## config.mk

```make
export PLATFORM = sky130hd
export DESIGN_NAME = buffered_instruction_decoder_flat
export DESIGN_NICKNAME = d
export VERILOG_FILES = /design/src/rtl/buffered_instruction_decoder_if.sv /design/src/rtl/buffered_instruction_decoder.sv /design/src/flat_wrapper.sv
export SDC_FILE = /design/constraint.sdc
export NUM_CORES = 1
export LEC_CHECK = 0
export CORE_MARGIN = 2
export CORE_UTILIZATION = 40
export DETAILED_ROUTE_END_ITERATION = 6
export PLACE_DENSITY = 0.66
export REMOVE_ABC_BUFFERS = 1
export SETUP_SLACK_MARGIN = 0.3
export SLEW_MARGIN = 5
export SYNTH_ARGS = -nofsm -noshare
export SYNTH_HDL_FRONTEND = slang
export SYNTH_SLANG_ARGS = --single-unit
```

## constraint.sdc

```tcl
create_clock -name clk_i -period 3.1 [get_ports clk_i]
set_input_delay 0.31 -clock clk_i [delete_from_list [all_inputs] [get_ports clk_i]]
set_output_delay 0.31 -clock clk_i [all_outputs]
set_load 0.02 [all_outputs]
```

## src/rtl/buffered_instruction_decoder_if.sv

```systemverilog
`default_nettype none
// ============================================================================
// buffered_instruction_decoder_if : fetch/execute-side bundle of the decoder
// Revision: 1.0
// ============================================================================

interface buffered_instruction_decoder_if #(
  parameter int DEPTH = 4,
  parameter int PC_W  = 16
);
  localparam int LVL_W = $clog2(DEPTH) + 1;

  logic             flush;
  logic             in_valid;
  logic             in_ready;
  logic [15:0]      instr;
  logic [PC_W-1:0]  in_pc;

  logic             out_valid;
  logic             out_ready;
  logic [6:0]       op;
  logic [15:0]      off;
  logic [2:0]       dst;
  logic [2:0]       srccon;
  logic             rc;
  logic             wb;
  logic             prpo;
  logic             dec;
  logic             inc;
  logic [7:0]       imbyte;
  logic [3:0]       c;
  logic [2:0]       t;
  logic [2:0]       f;
  logic [4:0]       pswb;
  logic [PC_W-1:0]  out_pc;
  logic             fault;
  logic [LVL_W-1:0] level;

  modport master (
    output flush, in_valid, instr, in_pc, out_ready,
    input  in_ready, out_valid, op, off, dst, srccon, rc, wb, prpo, dec, inc,
           imbyte, c, t, f, pswb, out_pc, fault, level
  );

  modport slave (
    input  flush, in_valid, instr, in_pc, out_ready,
    output in_ready, out_valid, op, off, dst, srccon, rc, wb, prpo, dec, inc,
           imbyte, c, t, f, pswb, out_pc, fault, level
  );
endinterface

`default_nettype wire

```

## src/rtl/buffered_instruction_decoder.sv

```systemverilog
`default_nettype none
// ============================================================================
// buffered_instruction_decoder : FIFO-buffered XM-23 decoder, registered output
// Revision: 1.0
// ============================================================================

module buffered_instruction_decoder #(
  parameter int DEPTH    = 4,
  parameter int PC_W     = 16,
  parameter int SEXT_OFF = 1
) (
  input  logic                          clk_i,
  input  logic                          rst_ni,
  buffered_instruction_decoder_if.slave bus
);
  localparam int PTR_W = $clog2(DEPTH);
  localparam int LVL_W = PTR_W + 1;

  typedef struct packed {
    logic [6:0]  op;
    logic [15:0] off;
    logic [2:0]  dst;
    logic [2:0]  srccon;
    logic        rc;
    logic        wb;
    logic        prpo;
    logic        dec;
    logic        inc;
    logic [7:0]  imbyte;
    logic [3:0]  c;
    logic [2:0]  t;
    logic [2:0]  f;
    logic [4:0]  pswb;
    logic        fault;
  } dec_t;

  logic [15:0]     instr_mem_q [DEPTH];
  logic [PC_W-1:0] pc_mem_q    [DEPTH];
  logic [PTR_W-1:0] wr_ptr_q, rd_ptr_q;
  logic [LVL_W-1:0] level_q;

  logic        in_ready;
  logic        push;
  logic        pop;
  logic        illegal;
  logic [15:0] w;

  dec_t            out_d, out_q;
  logic [PC_W-1:0] out_pc_q;
  logic            out_valid_q;

  assign in_ready = (level_q != LVL_W'(DEPTH));
  assign push     = bus.in_valid & in_ready;
  assign pop      = (level_q != '0) & (~out_valid_q | bus.out_ready);
  assign w        = instr_mem_q[rd_ptr_q];

  always_ff @(posedge clk_i) begin
    if (push && !bus.flush) begin
      instr_mem_q[wr_ptr_q] <= bus.instr;
      pc_mem_q[wr_ptr_q]    <= bus.in_pc;
    end
  end

  always_ff @(posedge clk_i or negedge rst_ni) begin
    if (!rst_ni) begin
      wr_ptr_q <= '0;
      rd_ptr_q <= '0;
      level_q  <= '0;
    end else if (bus.flush) begin
      wr_ptr_q <= '0;
      rd_ptr_q <= '0;
      level_q  <= '0;
    end else begin
      if (push) wr_ptr_q <= wr_ptr_q + PTR_W'(1);
      if (pop)  rd_ptr_q <= rd_ptr_q + PTR_W'(1);
      case ({push, pop})
        2'b10:   level_q <= level_q + LVL_W'(1);
        2'b01:   level_q <= level_q - LVL_W'(1);
        default: level_q <= level_q;
      endcase
    end
  end

  // Decode of the FIFO head; illegal words collapse to OP 127 with all fields 0.
  always_comb begin
    out_d   = '0;
    illegal = 1'b0;
    case (w[15:13])
      3'b000: begin
        out_d.op  = 7'd0;
        out_d.off = (SEXT_OFF != 0) ? {{2{w[12]}}, w[12:0], 1'b0} : {3'b000, w[12:0]};
      end
      3'b001: begin
        out_d.op  = 7'd1 + {4'b0000, w[12:10]};
        out_d.off = (SEXT_OFF != 0) ? {{5{w[9]}}, w[9:0], 1'b0} : {6'b000000, w[9:0]};
      end
      3'b010: begin
        if (!w[12] && (w[11:10] != 2'b11)) begin
          out_d.op     = 7'd9 + {3'b000, w[11:8]};
          out_d.rc     = w[7];
          out_d.wb     = w[6];
          out_d.srccon = w[5:3];
          out_d.dst    = w[2:0];
        end else if (!w[12]) begin
          case (w[9:7])
            3'b000: begin
              out_d.op     = 7'd21;
              out_d.wb     = w[6];
              out_d.srccon = w[5:3];
              out_d.dst    = w[2:0];
            end
            3'b001: begin
              out_d.op     = 7'd22;
              out_d.srccon = w[5:3];
              out_d.dst    = w[2:0];
            end
            3'b010: begin
              if (w[5]) begin
                illegal = 1'b1;
              end else begin
                out_d.op  = 7'd23 + {5'b00000, w[4:3]};
                out_d.wb  = w[6] & ~w[4];
                out_d.dst = w[2:0];
              end
            end
            3'b011: begin
              out_d.pswb = w[4:0];
              case (w[6:5])
                2'b00:   out_d.op = w[4] ? 7'd28 : 7'd27;
                2'b01:   out_d.op = 7'd29;
                2'b10:   out_d.op = 7'd30;
                default: illegal  = 1'b1;
              endcase
            end
            default: illegal = 1'b1;
          endcase
        end else begin
          case (w[11:10])
            2'b00: begin
              out_d.op = 7'd32;
              out_d.c  = w[9:6];
              out_d.t  = w[5:3];
              out_d.f  = w[2:0];
            end
            2'b01: begin
              out_d.op = 7'd41;
              illegal  = (w[9:0] != 10'd0);
            end
            default: begin
              out_d.op     = w[10] ? 7'd34 : 7'd33;
              out_d.prpo   = w[9];
              out_d.dec    = w[8];
              out_d.inc    = w[7];
              out_d.wb     = w[6];
              out_d.srccon = w[5:3];
              out_d.dst    = w[2:0];
            end
          endcase
        end
      end
      3'b011: begin
        out_d.op     = 7'd35 + {5'b00000, w[12:11]};
        out_d.imbyte = w[10:3];
        out_d.dst    = w[2:0];
      end
      default: begin
        out_d.op     = w[14] ? 7'd40 : 7'd39;
        out_d.off    = (SEXT_OFF != 0) ? {{9{w[13]}}, w[13:7]} : {9'd0, w[13:7]};
        out_d.wb     = w[6];
        out_d.srccon = w[5:3];
        out_d.dst    = w[2:0];
      end
    endcase
    if (illegal) begin
      out_d       = '0;
      out_d.op    = 7'd127;
      out_d.fault = 1'b1;
    end
  end

  always_ff @(posedge clk_i or negedge rst_ni) begin
    if (!rst_ni) begin
      out_q       <= '0;
      out_pc_q    <= '0;
      out_valid_q <= 1'b0;
    end else if (bus.flush) begin
      out_q       <= '0;
      out_pc_q    <= '0;
      out_valid_q <= 1'b0;
    end else if (pop) begin
      out_q       <= out_d;
      out_pc_q    <= pc_mem_q[rd_ptr_q];
      out_valid_q <= 1'b1;
    end else if (bus.out_ready) begin
      out_valid_q <= 1'b0;
    end
  end

  assign bus.in_ready  = in_ready;
  assign bus.level     = level_q;
  assign bus.out_valid = out_valid_q;
  assign bus.out_pc    = out_pc_q;
  assign bus.op        = out_q.op;
  assign bus.off       = out_q.off;
  assign bus.dst       = out_q.dst;
  assign bus.srccon    = out_q.srccon;
  assign bus.rc        = out_q.rc;
  assign bus.wb        = out_q.wb;
  assign bus.prpo      = out_q.prpo;
  assign bus.dec       = out_q.dec;
  assign bus.inc       = out_q.inc;
  assign bus.imbyte    = out_q.imbyte;
  assign bus.c         = out_q.c;
  assign bus.t         = out_q.t;
  assign bus.f         = out_q.f;
  assign bus.pswb      = out_q.pswb;
  assign bus.fault     = out_q.fault;
endmodule

`default_nettype wire
```

## src/flat_wrapper.sv

```systemverilog
// flat-port wrapper written by rule: the top's interface ports become plain ports
module buffered_instruction_decoder_flat 
#(
  parameter int DEPTH    = 4,
  parameter int PC_W     = 16,
  parameter int SEXT_OFF = 1
)
  (clk_i, rst_ni, bus_flush, bus_in_valid, bus_instr, bus_in_pc, bus_out_ready, bus_in_ready, bus_out_valid, bus_op, bus_off, bus_dst, bus_srccon, bus_rc, bus_wb, bus_prpo, bus_dec, bus_inc, bus_imbyte, bus_c, bus_t, bus_f, bus_pswb, bus_out_pc, bus_fault, bus_level);
  buffered_instruction_decoder_if #(.DEPTH(DEPTH), .PC_W(PC_W)) bus_i ();
  input  logic clk_i;
  input  logic rst_ni;
  input wire logic [$bits(bus_i.flush)-1:0] bus_flush;
  input wire logic [$bits(bus_i.in_valid)-1:0] bus_in_valid;
  input wire logic [$bits(bus_i.instr)-1:0] bus_instr;
  input wire logic [$bits(bus_i.in_pc)-1:0] bus_in_pc;
  input wire logic [$bits(bus_i.out_ready)-1:0] bus_out_ready;
  output wire logic [$bits(bus_i.in_ready)-1:0] bus_in_ready;
  output wire logic [$bits(bus_i.out_valid)-1:0] bus_out_valid;
  output wire logic [$bits(bus_i.op)-1:0] bus_op;
  output wire logic [$bits(bus_i.off)-1:0] bus_off;
  output wire logic [$bits(bus_i.dst)-1:0] bus_dst;
  output wire logic [$bits(bus_i.srccon)-1:0] bus_srccon;
  output wire logic [$bits(bus_i.rc)-1:0] bus_rc;
  output wire logic [$bits(bus_i.wb)-1:0] bus_wb;
  output wire logic [$bits(bus_i.prpo)-1:0] bus_prpo;
  output wire logic [$bits(bus_i.dec)-1:0] bus_dec;
  output wire logic [$bits(bus_i.inc)-1:0] bus_inc;
  output wire logic [$bits(bus_i.imbyte)-1:0] bus_imbyte;
  output wire logic [$bits(bus_i.c)-1:0] bus_c;
  output wire logic [$bits(bus_i.t)-1:0] bus_t;
  output wire logic [$bits(bus_i.f)-1:0] bus_f;
  output wire logic [$bits(bus_i.pswb)-1:0] bus_pswb;
  output wire logic [$bits(bus_i.out_pc)-1:0] bus_out_pc;
  output wire logic [$bits(bus_i.fault)-1:0] bus_fault;
  output wire logic [$bits(bus_i.level)-1:0] bus_level;
  assign bus_i.flush = bus_flush;
  assign bus_i.in_valid = bus_in_valid;
  assign bus_i.instr = bus_instr;
  assign bus_i.in_pc = bus_in_pc;
  assign bus_i.out_ready = bus_out_ready;
  assign bus_in_ready = bus_i.in_ready;
  assign bus_out_valid = bus_i.out_valid;
  assign bus_op = bus_i.op;
  assign bus_off = bus_i.off;
  assign bus_dst = bus_i.dst;
  assign bus_srccon = bus_i.srccon;
  assign bus_rc = bus_i.rc;
  assign bus_wb = bus_i.wb;
  assign bus_prpo = bus_i.prpo;
  assign bus_dec = bus_i.dec;
  assign bus_inc = bus_i.inc;
  assign bus_imbyte = bus_i.imbyte;
  assign bus_c = bus_i.c;
  assign bus_t = bus_i.t;
  assign bus_f = bus_i.f;
  assign bus_pswb = bus_i.pswb;
  assign bus_out_pc = bus_i.out_pc;
  assign bus_fault = bus_i.fault;
  assign bus_level = bus_i.level;
  buffered_instruction_decoder #(.DEPTH(DEPTH), .PC_W(PC_W), .SEXT_OFF(SEXT_OFF)) u_core (.clk_i(clk_i), .rst_ni(rst_ni), .bus(bus_i));
endmodule
```

==> out/results.ini, run 1 <==
[clock_tree]
cts_buffers = 23
cts_buffer_depth = 3
clock_latency_ns = 0.53
cts.sinks = 207
htree_levels = 1
root_buffer = clkbuf_16
clkTransAtPathRegs_ns = 0.06
cts_tree = done
cts_hold_buf = 0

[power]
vdd_drop_max_mv = 0.4622
p_sw_share_pct = 35.22
p_seq_share_pct = 34.4
leakage_nw = 4.169
p_comb_share_pct = 38.1
powerDensity_mw_per_mm2 = 904.8
p_int_w = 0.006662
power.net_switching_w = 0.003622
clkPwrFrac_pct = 27.5

[yosys]
yosysMostFrequentCell = edfxtp_1
synth.top_cell.area_share_pct = 43.22
yosys.area.top_type = edfxtp_1
ys_seq_area_share_pct = 65.45
syn_inst = 655
yosysWarnings = 0
ys_seq_elements = 207
yosys-top-cells-count = 128 x edfxtp_1, 93 x nand2_1, 79 x dfrtp_1
ys_top_cells_by_area = edfxtp_1 43%, dfrtp_1 22%, mux4_2 8.1%
synth-edff-count = 128
async_reset_ff_share_pct = 38.16
synth_flop_cell = edfxtp_1
synth_area_sq_mm = 0.008894
syn_avg_cell_area_sq_um = 13.58
ys_types = 50

[placed_design]
place_congestion = 0.9064
place_hpwl_um = 14320
io_buffers = 115

[final_layout]
layout.nets = 846
fillers = 1851
layout-drive-gt1-share_pct = 16.60
multi_input_area_sq_mm = 0.002801
final_util_pct = 52.08
syn_to_final_growth_pct = 27.80
n_antenna_cell = 0
seqCellArea_sq_mm = 0.005828

[floorplan]
chipWidth_um = 153.1
ios = 116
dieHeight_um = 153.1
core_sq_mm = 0.02182
start_util_pct = 40.75
core.rowCount = 54
die_area_sq_mm = 0.02344

[sta]
worst_pin_slew_ns = 1.068
fmax_mhz = 367.2
finalHoldViolCount = 6
rsz0062_at_grt = yes
setup_tns_ns = 0
fin_crit_ns = 2.724
worst_clock_skew_ns = 0.02012
hold_ws_ns = -0.008660
fin_crit_sh_pct = 87.86
setup_viol_count_final = 0
slew_headroom_pct = 28.77
slew_viol_final = 0

[routing]
vias = 5967
ant_nets = 0
dr.pass1.iters = 5
viasPerCell = 5.489
wl_um = 22100
route.detailed.drc = 0
wl_per_cell_um = 20.33
initialDrtViolationCount = 521

[worst_setup_path]
cp_common_cell = buf_4
critPathMaxFanout = 10
reg2reg_depth = 9
cp-start-kind = flip-flop
cp_data_arrival_time_ns = 3.15
max_stage_delay_ns = 0.52
required_ns = 3.53
endpoint_kind = flip-flop
slowest_stage = dfrtp_4
path_class = flip-flop to flip-flop
timing.critical_path.cells = buf_4 -> mux4_2 -> buf_4 -> or2_2 -> a221o_1 -> nand3_1 -> buf_4 -> nand4_1 -> a21oi_1

[job]
drv_cap = 0

[global_routing]
grt_max_degree = 80
grt-ovfl-total = 0
grt_pass1_wl_um = 34760
grt_pass1_vias = 6023
antenna_found_initial = 0
grt_use_total_pct = 18.86

[hold_path]
hold_path.class = primary input to asynchronous set/reset pin

[status]
violations = negative hold slack
status = complete, but fails checks

## worst max-delay path: cells and delay by family, from the launching register on
| kind | cells | cell delay (ns) |
|---|---|---|
| flops | 1 | 0.52 |
| buf+inv | 3 | 0.55 |
| compound gates | 2 | 0.49 |
| mux | 1 | 0.50 |
| simple gates | 3 | 0.55 |
## power by group through the flow
stage	clock [W]	sequential (W)	combinational (W)
after floorplan	0	0.00392	0.00179
after global placement	0	0.00358	0.00370
after detailed placement	0	0.00360	0.00373
after CTS	0.00287	0.00354	0.00384
after global routing	0.00300	0.00358	0.00423
final	0.00283	0.00354	0.00392
## registers in the layout, indices dropped and copies added (netlist names), 2 cells and up
| register | cells |
|---|---|
| u_core.instr_mem_q | 64 |
| u_core.pc_mem_q | 64 |
| u_core.bus.out_pc | 16 |
| u_core.bus.off | 14 |
| u_core.bus.imbyte | 8 |
| u_core.bus.op | 6 |
| u_core.bus.pswb | 5 |
| u_core.bus.c | 4 |
| u_core.bus.dst | 3 |
| u_core.bus.f | 3 |
| u_core.bus.level | 3 |
| u_core.bus.srccon | 3 |
| u_core.bus.t | 3 |
| u_core.rd_ptr_q | 2 |
| u_core.wr_ptr_q | 2 |
## per-stage QoR
stage	instances	setup slack, ns	power (W)	area [sq um]
3_3_place_gp	1032	0.1887	0.007276	10410
6_report	1087	0.3763	0.01028	11370
5_1_grt	1087	0.2873	0.01080	11370
2_1_floorplan	603	-0.6754	0.005706	8642
4_1_cts	1082	0.3348	0.01025	11290
3_5_place_dp	1032	0.1112	0.007327	10410
## routing by layer
metal | GRT usage, % | wire [um] | up-vias
li1 | - | - | 2699
met1 | 26.01 | 9467 | 2990
met2 | 30.55 | 10500 | 243
met3 | 3.913 | 1556 | 35
met4 | 5.379 | 576 | 0
met5 | 0 | 0 | -
## timing repair
action	CTS	global route
endpoints found under the setup margin	31	13
pin swaps	1	6
buffers inserted	9	5
resized for setup	2	8
## cells by family after synthesis
| kind of cell | share of synthesized area [%] |
|---|---|
| mux | 8.666 |
| xor+xnor | 0.6894 |
| simple gates | 10.80 |
| buf+inv | 3.503 |
| compound gates | 8.272 |
| fa+ha+maj | 2.617 |
| flops | 65.45 |
## placed cells by master (no fill, tap or decap), types with 6 or more instances in the layout
master           synthesis  routed
a211oi_1                10      10
a21oi_1                 51      51
a221oi_1                 6       6
a32oi_1                  7       7
buf_4                    4      45
clkbuf_16                0      24
clkdlybuf4s50_1          0     113
dfrtp_1                 79      77
edfxtp_1               128     128
ha_1                    17      16
inv_1                   16      15
mux4_2                  32      32
nand2_1                 93      93
nand4_1                 14      14
nor2_1                  42      42
nor3_1                  14      14
o211ai_1                 8       8
o21ai_0                 17      17
## area by class of cell
type	count	area share, %
sequential	207	51.28
multi-input combinational	380	24.65
timing repair buffer	163	13.44
clock buffer	31	5.779
tap	280	3.082
clock inverter	10	1.244
inverter	16	0.5284
## final timing paths
kind	from	end	slack (ns)
setup / recovery	u_core.rd_ptr_q[0]	u_core.bus.t[0]	0.38
hold / removal	rst_ni	u_core.bus.op[4]	-0.009
setup reg to reg	u_core.rd_ptr_q[0]	u_core.bus.t[0]	0.38
hold reg to reg	u_core.bus.dec	u_core.bus.dec	0.50
max in group asynchronous	rst_ni	u_core.rd_ptr_q[1]	2.32
min in group clk_i	bus_flush	u_core.rd_ptr_q[0]	0.32
Power figures use the tool's default switching activity.
==> run 2: changes to the inputs <==
--- a/config.mk
+++ b/config.mk
@@ -15,3 +15,4 @@
 export SYNTH_ARGS = -nofsm -noshare
 export SYNTH_HDL_FRONTEND = slang
 export SYNTH_SLANG_ARGS = --single-unit
+export TNS_END_PERCENT = 100
==> results of run 2 <==
No change in the layout: final DEF, timing and power equal those of run 1.
